===== config.mk =====
export PLATFORM = sky130hd
export DESIGN_NAME = fetch_unit
export DESIGN_NICKNAME = d
export VERILOG_FILES = /design/src/rtl/fetch_unit.sv
export SDC_FILE = /design/constraint.sdc
export NUM_CORES = 2
export LEC_CHECK = 0
export BUFFER_PORTS_ARGS = -buffer_cell sky130_fd_sc_hd__buf_2
export CAP_MARGIN = 20
export CORE_ASPECT_RATIO = 1.2
export CORE_UTILIZATION = 60
export CTS_CLUSTER_SIZE = 10
export DETAILED_ROUTE_END_ITERATION = 8
export GPL_ROUTABILITY_DRIVEN = 0
export PLACE_DENSITY_LB_ADDON = 0.25
export SLEW_MARGIN = 10
export SYNTH_ARGS = -nofsm -noshare
export SYNTH_HDL_FRONTEND = slang
export SYNTH_SLANG_ARGS = --single-unit

===== constraint.sdc =====
create_clock -name clk -period 4.4 [get_ports clk]
set_clock_uncertainty 0.2 [all_clocks]
set_input_delay 0.44 -clock clk [delete_from_list [all_inputs] [get_ports clk]]
set_output_delay 0.44 -clock clk [all_outputs]
set_load 0.01 [all_outputs]

===== src/rtl/fetch_unit.sv =====
// fetch_unit: instruction-fetch stage feeding the bitty core.
//
// Holds a 2**ADDR_W x 16 program RAM (written while idle or halted) and a program counter.
// After start, each word is read from RAM, presented on d_instr with run held high until the
// core pulses core_done, then the PC advances. A 16'hFFFF word halts execution; a watchdog
// halts with a sticky timeout flag if the core never answers.
//
// Optional feature (macro FETCH_BRANCH_EN): words with bits [1:0] == 2'b10 are conditional
// branches resolved locally against the last core result and never issued to the core.
//
// Ports:
//   clk, reset          - clock, synchronous active-high reset
//   start               - begin execution at PC 0 (idle/halt only)
//   prog_we/addr/wdata  - program RAM write port (idle/halt only)
//   core_done           - completion pulse from the core
//   core_result         - core output, captured on core_done
//   d_instr, run        - registered instruction and execute request to the core
//   pc                  - current program counter
//   busy, halted        - state decodes (fetch/load/exec, halt)
//   timeout             - sticky watchdog flag
//   retired             - completed-instruction count (wraps)
module fetch_unit #(
  parameter int unsigned ADDR_W  = 8,
  parameter int unsigned TIMEOUT = 1024
) (
  input  logic              clk,
  input  logic              reset,
  input  logic              start,
  input  logic              prog_we,
  input  logic [ADDR_W-1:0] prog_addr,
  input  logic [15:0]       prog_wdata,
  input  logic              core_done,
  input  logic [15:0]       core_result,
  output logic [15:0]       d_instr,
  output logic              run,
  output logic [ADDR_W-1:0] pc,
  output logic              busy,
  output logic              halted,
  output logic              timeout,
  output logic [15:0]       retired
);

  localparam int unsigned Depth    = 2 ** ADDR_W;
  localparam int unsigned WdW      = (TIMEOUT > 1) ? $clog2(TIMEOUT) : 1;
  localparam logic [15:0] HaltWord = 16'hFFFF;

  typedef enum logic [2:0] {StIdle, StFetch, StLoad, StExec, StHalt} state_e;

  state_e            state_q, state_d;
  logic [15:0]       d_instr_q, d_instr_d;
  logic              run_q, run_d;
  logic [ADDR_W-1:0] pc_q, pc_d;
  logic              timeout_q, timeout_d;
  logic [15:0]       retired_q, retired_d;
  logic [WdW-1:0]    wd_q, wd_d;

  logic [15:0] mem [Depth];
  logic [15:0] mem_q;
  logic        idle_or_halt;

  assign idle_or_halt = (state_q == StIdle) || (state_q == StHalt);

  // Program RAM: write port active only while idle/halted, so a write in the same cycle as
  // start lands before the first FETCH reads it.
  always_ff @(posedge clk) begin
    if (!reset && prog_we && idle_or_halt) begin
      mem[prog_addr] <= prog_wdata;
    end
    if (state_q == StFetch) begin
      mem_q <= mem[pc_q];
    end
  end

`ifdef FETCH_BRANCH_EN
  logic [15:0]       last_result_q;
  logic              is_branch;
  logic              br_taken;
  logic [ADDR_W-1:0] br_target;

  assign is_branch = (mem_q[1:0] == 2'b10);
  assign br_target = mem_q[ADDR_W+3:4];

  always_comb begin
    br_taken = 1'b0;
    case (mem_q[3:2])
      2'b00:   br_taken = (last_result_q == 16'd0);
      2'b01:   br_taken = (last_result_q != 16'd0);
      2'b10:   br_taken = 1'b1;
      default: br_taken = 1'b0;
    endcase
  end

  always_ff @(posedge clk) begin
    if (reset) begin
      last_result_q <= '0;
    end else if (state_q == StExec && core_done) begin
      last_result_q <= core_result;
    end
  end
`else
  // Without branches the core result has no consumer in this stage.
  logic unused_core_result;
  assign unused_core_result = ^core_result;
`endif

  always_comb begin
    state_d   = state_q;
    d_instr_d = d_instr_q;
    run_d     = run_q;
    pc_d      = pc_q;
    timeout_d = timeout_q;
    retired_d = retired_q;
    wd_d      = wd_q;
    unique case (state_q)
      StIdle, StHalt: begin
        if (start) begin
          pc_d      = '0;
          timeout_d = 1'b0;
          retired_d = '0;
          state_d   = StFetch;
        end
      end
      StFetch: state_d = StLoad;
      StLoad: begin
        if (mem_q == HaltWord) begin
          state_d = StHalt;
`ifdef FETCH_BRANCH_EN
        end else if (is_branch) begin
          pc_d      = br_taken ? br_target : pc_q + ADDR_W'(1);
          retired_d = retired_q + 16'd1;
          state_d   = StFetch;
`endif
        end else begin
          d_instr_d = mem_q;
          run_d     = 1'b1;
          wd_d      = '0;
          state_d   = StExec;
        end
      end
      StExec: begin
        // core_done wins over a watchdog expiry in the same cycle.
        if (core_done) begin
          run_d     = 1'b0;
          retired_d = retired_q + 16'd1;
          pc_d      = pc_q + ADDR_W'(1);
          state_d   = StFetch;
        end else if (TIMEOUT != 0 && wd_q == WdW'(TIMEOUT - 1)) begin
          run_d     = 1'b0;
          timeout_d = 1'b1;
          state_d   = StHalt;
        end else begin
          wd_d = wd_q + WdW'(1);
        end
      end
      default: state_d = StIdle;
    endcase
  end

  always_ff @(posedge clk) begin
    if (reset) begin
      state_q   <= StIdle;
      d_instr_q <= '0;
      run_q     <= 1'b0;
      pc_q      <= '0;
      timeout_q <= 1'b0;
      retired_q <= '0;
      wd_q      <= '0;
    end else begin
      state_q   <= state_d;
      d_instr_q <= d_instr_d;
      run_q     <= run_d;
      pc_q      <= pc_d;
      timeout_q <= timeout_d;
      retired_q <= retired_d;
      wd_q      <= wd_d;
    end
  end

  assign d_instr = d_instr_q;
  assign run     = run_q;
  assign pc      = pc_q;
  assign timeout = timeout_q;
  assign retired = retired_q;
  assign busy    = (state_q == StFetch) || (state_q == StLoad) || (state_q == StExec);
  assign halted  = (state_q == StHalt);

endmodule


==> results.txt <==
CP top delay family: simple AND/OR/NAND/NOR gates
Seq pwr share: 0.559
crit-path max cell delay: 1060 ps
row count: 207
CTS Sinks: 4167
core area: 265000 um^2
clock slew at reported path FFs: 60 ps
worst path cell trace: nor2b_4, nand2_1, o22ai_1, a211oi_1, o31a_1, a2111oi_0, buf_4, nor3_1
total number of yosys warnings: 0
Critical Path Slowest Stage Cell: nor2b_4
Synth Instances: 7453
CTS buffer count: 460
first-pass GRT wire length: 637000 um
Critical Path Fanout Max: 23
non-filler instance count after layout: 11900
placed instance count: 11300
Synth Register Bits: 4167
sequential-to-total area share from yosys stat: 0.778
Net Count, Synth: 7501
first-pass iteration count of the detailed router: 6
RSZ-0062 raised after global routing: no
design area: 182000 um^2
TritonCTS clock tree: yes
Iteration-0 DRC Markers: 13800
share of cells above drive strength 1: 0.269
Filler cells: 15900
top-count cell post-synth: edfxtp_1
largest area contributor in the netlist: edfxtp_1
Slew Viols, Final: 0
number of global-route vias before repair: 83500
post-layout util: 0.686
status: finished with violations
Comb pwr share: 0.020
post-CTS setup buffers: 0
pre-CTS setup slack: 117 ps
mapped cell area: 160000 um^2
Max Freq: 223 MHz
violated checks: setup timing
Max VDD drop: 0.327 mV
I/O pin count: 89
Slew @ Worst Pin: 1400 ps
die area: 269000 um^2
final critical-path share of the clock period: 1.02
DP Area: 170000 um^2
worst hold path class: in2reg
worst setup margin: -83.4 ps
Rel. slew slack: 0.0689
total global-route track usage: 0.342
Sw Pwr: 15500 uW
post-synth top area share: 0.771
Net Sw Frac: 0.198
Tmin final: 4480 ps
CP Capture Type: flip-flop
largest net degree at the start of global routing: 132
WL/cell: 38.4 um
DRC errors left: 0
Leak: 0.0559 uW
Die X: 474 um
Initial Util: 0.604
Clock Tree Root: clkbuf_16
number of port buffers: 72
number of max-cap violations: 0
Bufs and invs on worst path: 1
cell internal pwr: 62800 uW
Die Ht: 568 um
initial antenna violation count: 34
setup TNS: -83.4 ps
Syn-to-layout area delta: 13.6%
Clock Tree Buf Depth: 4
clock share of power: 0.421
antenna viol nets, final: 0
startpoint types: flip-flop
Synth top cells by count: 4112 x edfxtp_1, 894 x mux4_2, 401 x mux2i_1
total number of vias: 84300
CTS H-tree depth: 5
pwr/cell area: 430 nW/um^2
wirelength, routed: 458000 um
critical path class: reg2reg
Post-Syn Area per Cell: 21.5 um^2
Post-synth top flop: edfxtp_1
WP data required: 4890 ps
Cell variety after synth: 76
Post-synth ARST share: 0
via/cell ratio: 7.07
Final Hold Vio Count: 0
post-DP HPWL: 279000 um
Clk Latency, worst-skew pair: 930 ps
GR Overflow Total: 0
Setup Viol. Count Final: 1
Seq. cell area: 125000 um^2
WP data arrival: 4980 ps
multi-input combinational cell area: 33300 um^2
nets: 8320
dominant cells by area after synthesis: edfxtp_1 77%, mux4_2 13%, mux2i_1 2.5%
number of flops mapped to enable cells by yosys: 4112
-- metrics by stage --
stage | hold WS (ps) | total power [uW]
detailed placement | 285 | 46100
global route | 34.2 | 79900
floorplan | 277 | 45100
global placement | 267 | 46000
CTS | 7.64 | 78400
finish | 7.16 | 78300
-- worst reg2reg max path: stages (launching register included) --
cell	delay, ps
dfxtp_4	690
nor2b_4	1090
nand2_1	520
o22ai_1	300
a211oi_1	100
o31a_1	240
a2111oi_0	770
buf_4	270
nor3_1	60
-- layout by cell type, fill, tap and decap left out, types with 78 or more instances in the layout --
cell type / n
nand2_1: 147
clkbuf_16: 466
buf_4: 603
mux4_2: 894
edfxtp_1: 4112
buf_12: 110
o21ai_0: 78
mux2i_1: 401
nor2_1: 343
a22oi_1: 164
a21oi_1: 171
-- sequential cells by signal (all words and copies together) (netlist names) --
register  count
mem        4096
run           1
d_instr      16
retired      16
pc            8
mem_q        16
state_q       3
timeout       1
wd_q         10
-- per-layer routing --
metal | wire [um] | GRT usage | vias up
met5 | 125 | 0 | -
met4 | 31600 | 0.198 | 20
met3 | 59900 | 0.0854 | 1276
met2 | 213000 | 0.521 | 6477
met1 | 153000 | 0.455 | 43800
li1 | - | - | 32800
-- area by class of cell --
type                       count  area share
tap                         3553      0.0244
clock inverter                17     0.00125
antenna                       18    0.000248
inverter                      10    0.000234
clock buffer                 538      0.0656
multi-input combinational   2833       0.183
sequential                  4167       0.685
timing repair buffer         800      0.0406
-- cells by family after synthesis --
family / share of synthesized area
and+or+nand+nor: 0.0195
xor gates and xnor gates: 0.00126
buffers and inverters: 0.0160
DFF: 0.778
muxes: 0.152
AOI/OAI and AO/OA: 0.0338
adders and majority gates: 0.000234
-- power groups by stage --
stage          registers (uW)  logic (uW)  clock network (uW)
6_report                43700        1600               33000
5_1_grt                 43700        1650               34500
4_1_cts                 43700        1570               33100
3_5_place_dp            44500        1560                   0
3_3_place_gp            44500        1490                   0
2_1_floorplan           44500         562                   0
-- repair_timing --
| item | in CTS | in global routing |
|---|---|---|
| resized for setup | 1 | 0 |
| hold buffers | 15 | 0 |
| endpoints found under the hold margin | 505 | 0 |
| endpoints found under the setup margin | 1 | 0 |
-- worst paths after layout --
kind	from	to	slack, ps	cells past startpoint
max	pc[3]	mem_q[12]	-80	8
min	prog_wdata[0]	mem[192][0]	7	1
max reg2reg	pc[3]	mem_q[12]	-80	8
min reg2reg	run	run	310	2
No activity file was read; power rests on OpenSTA's default activity.
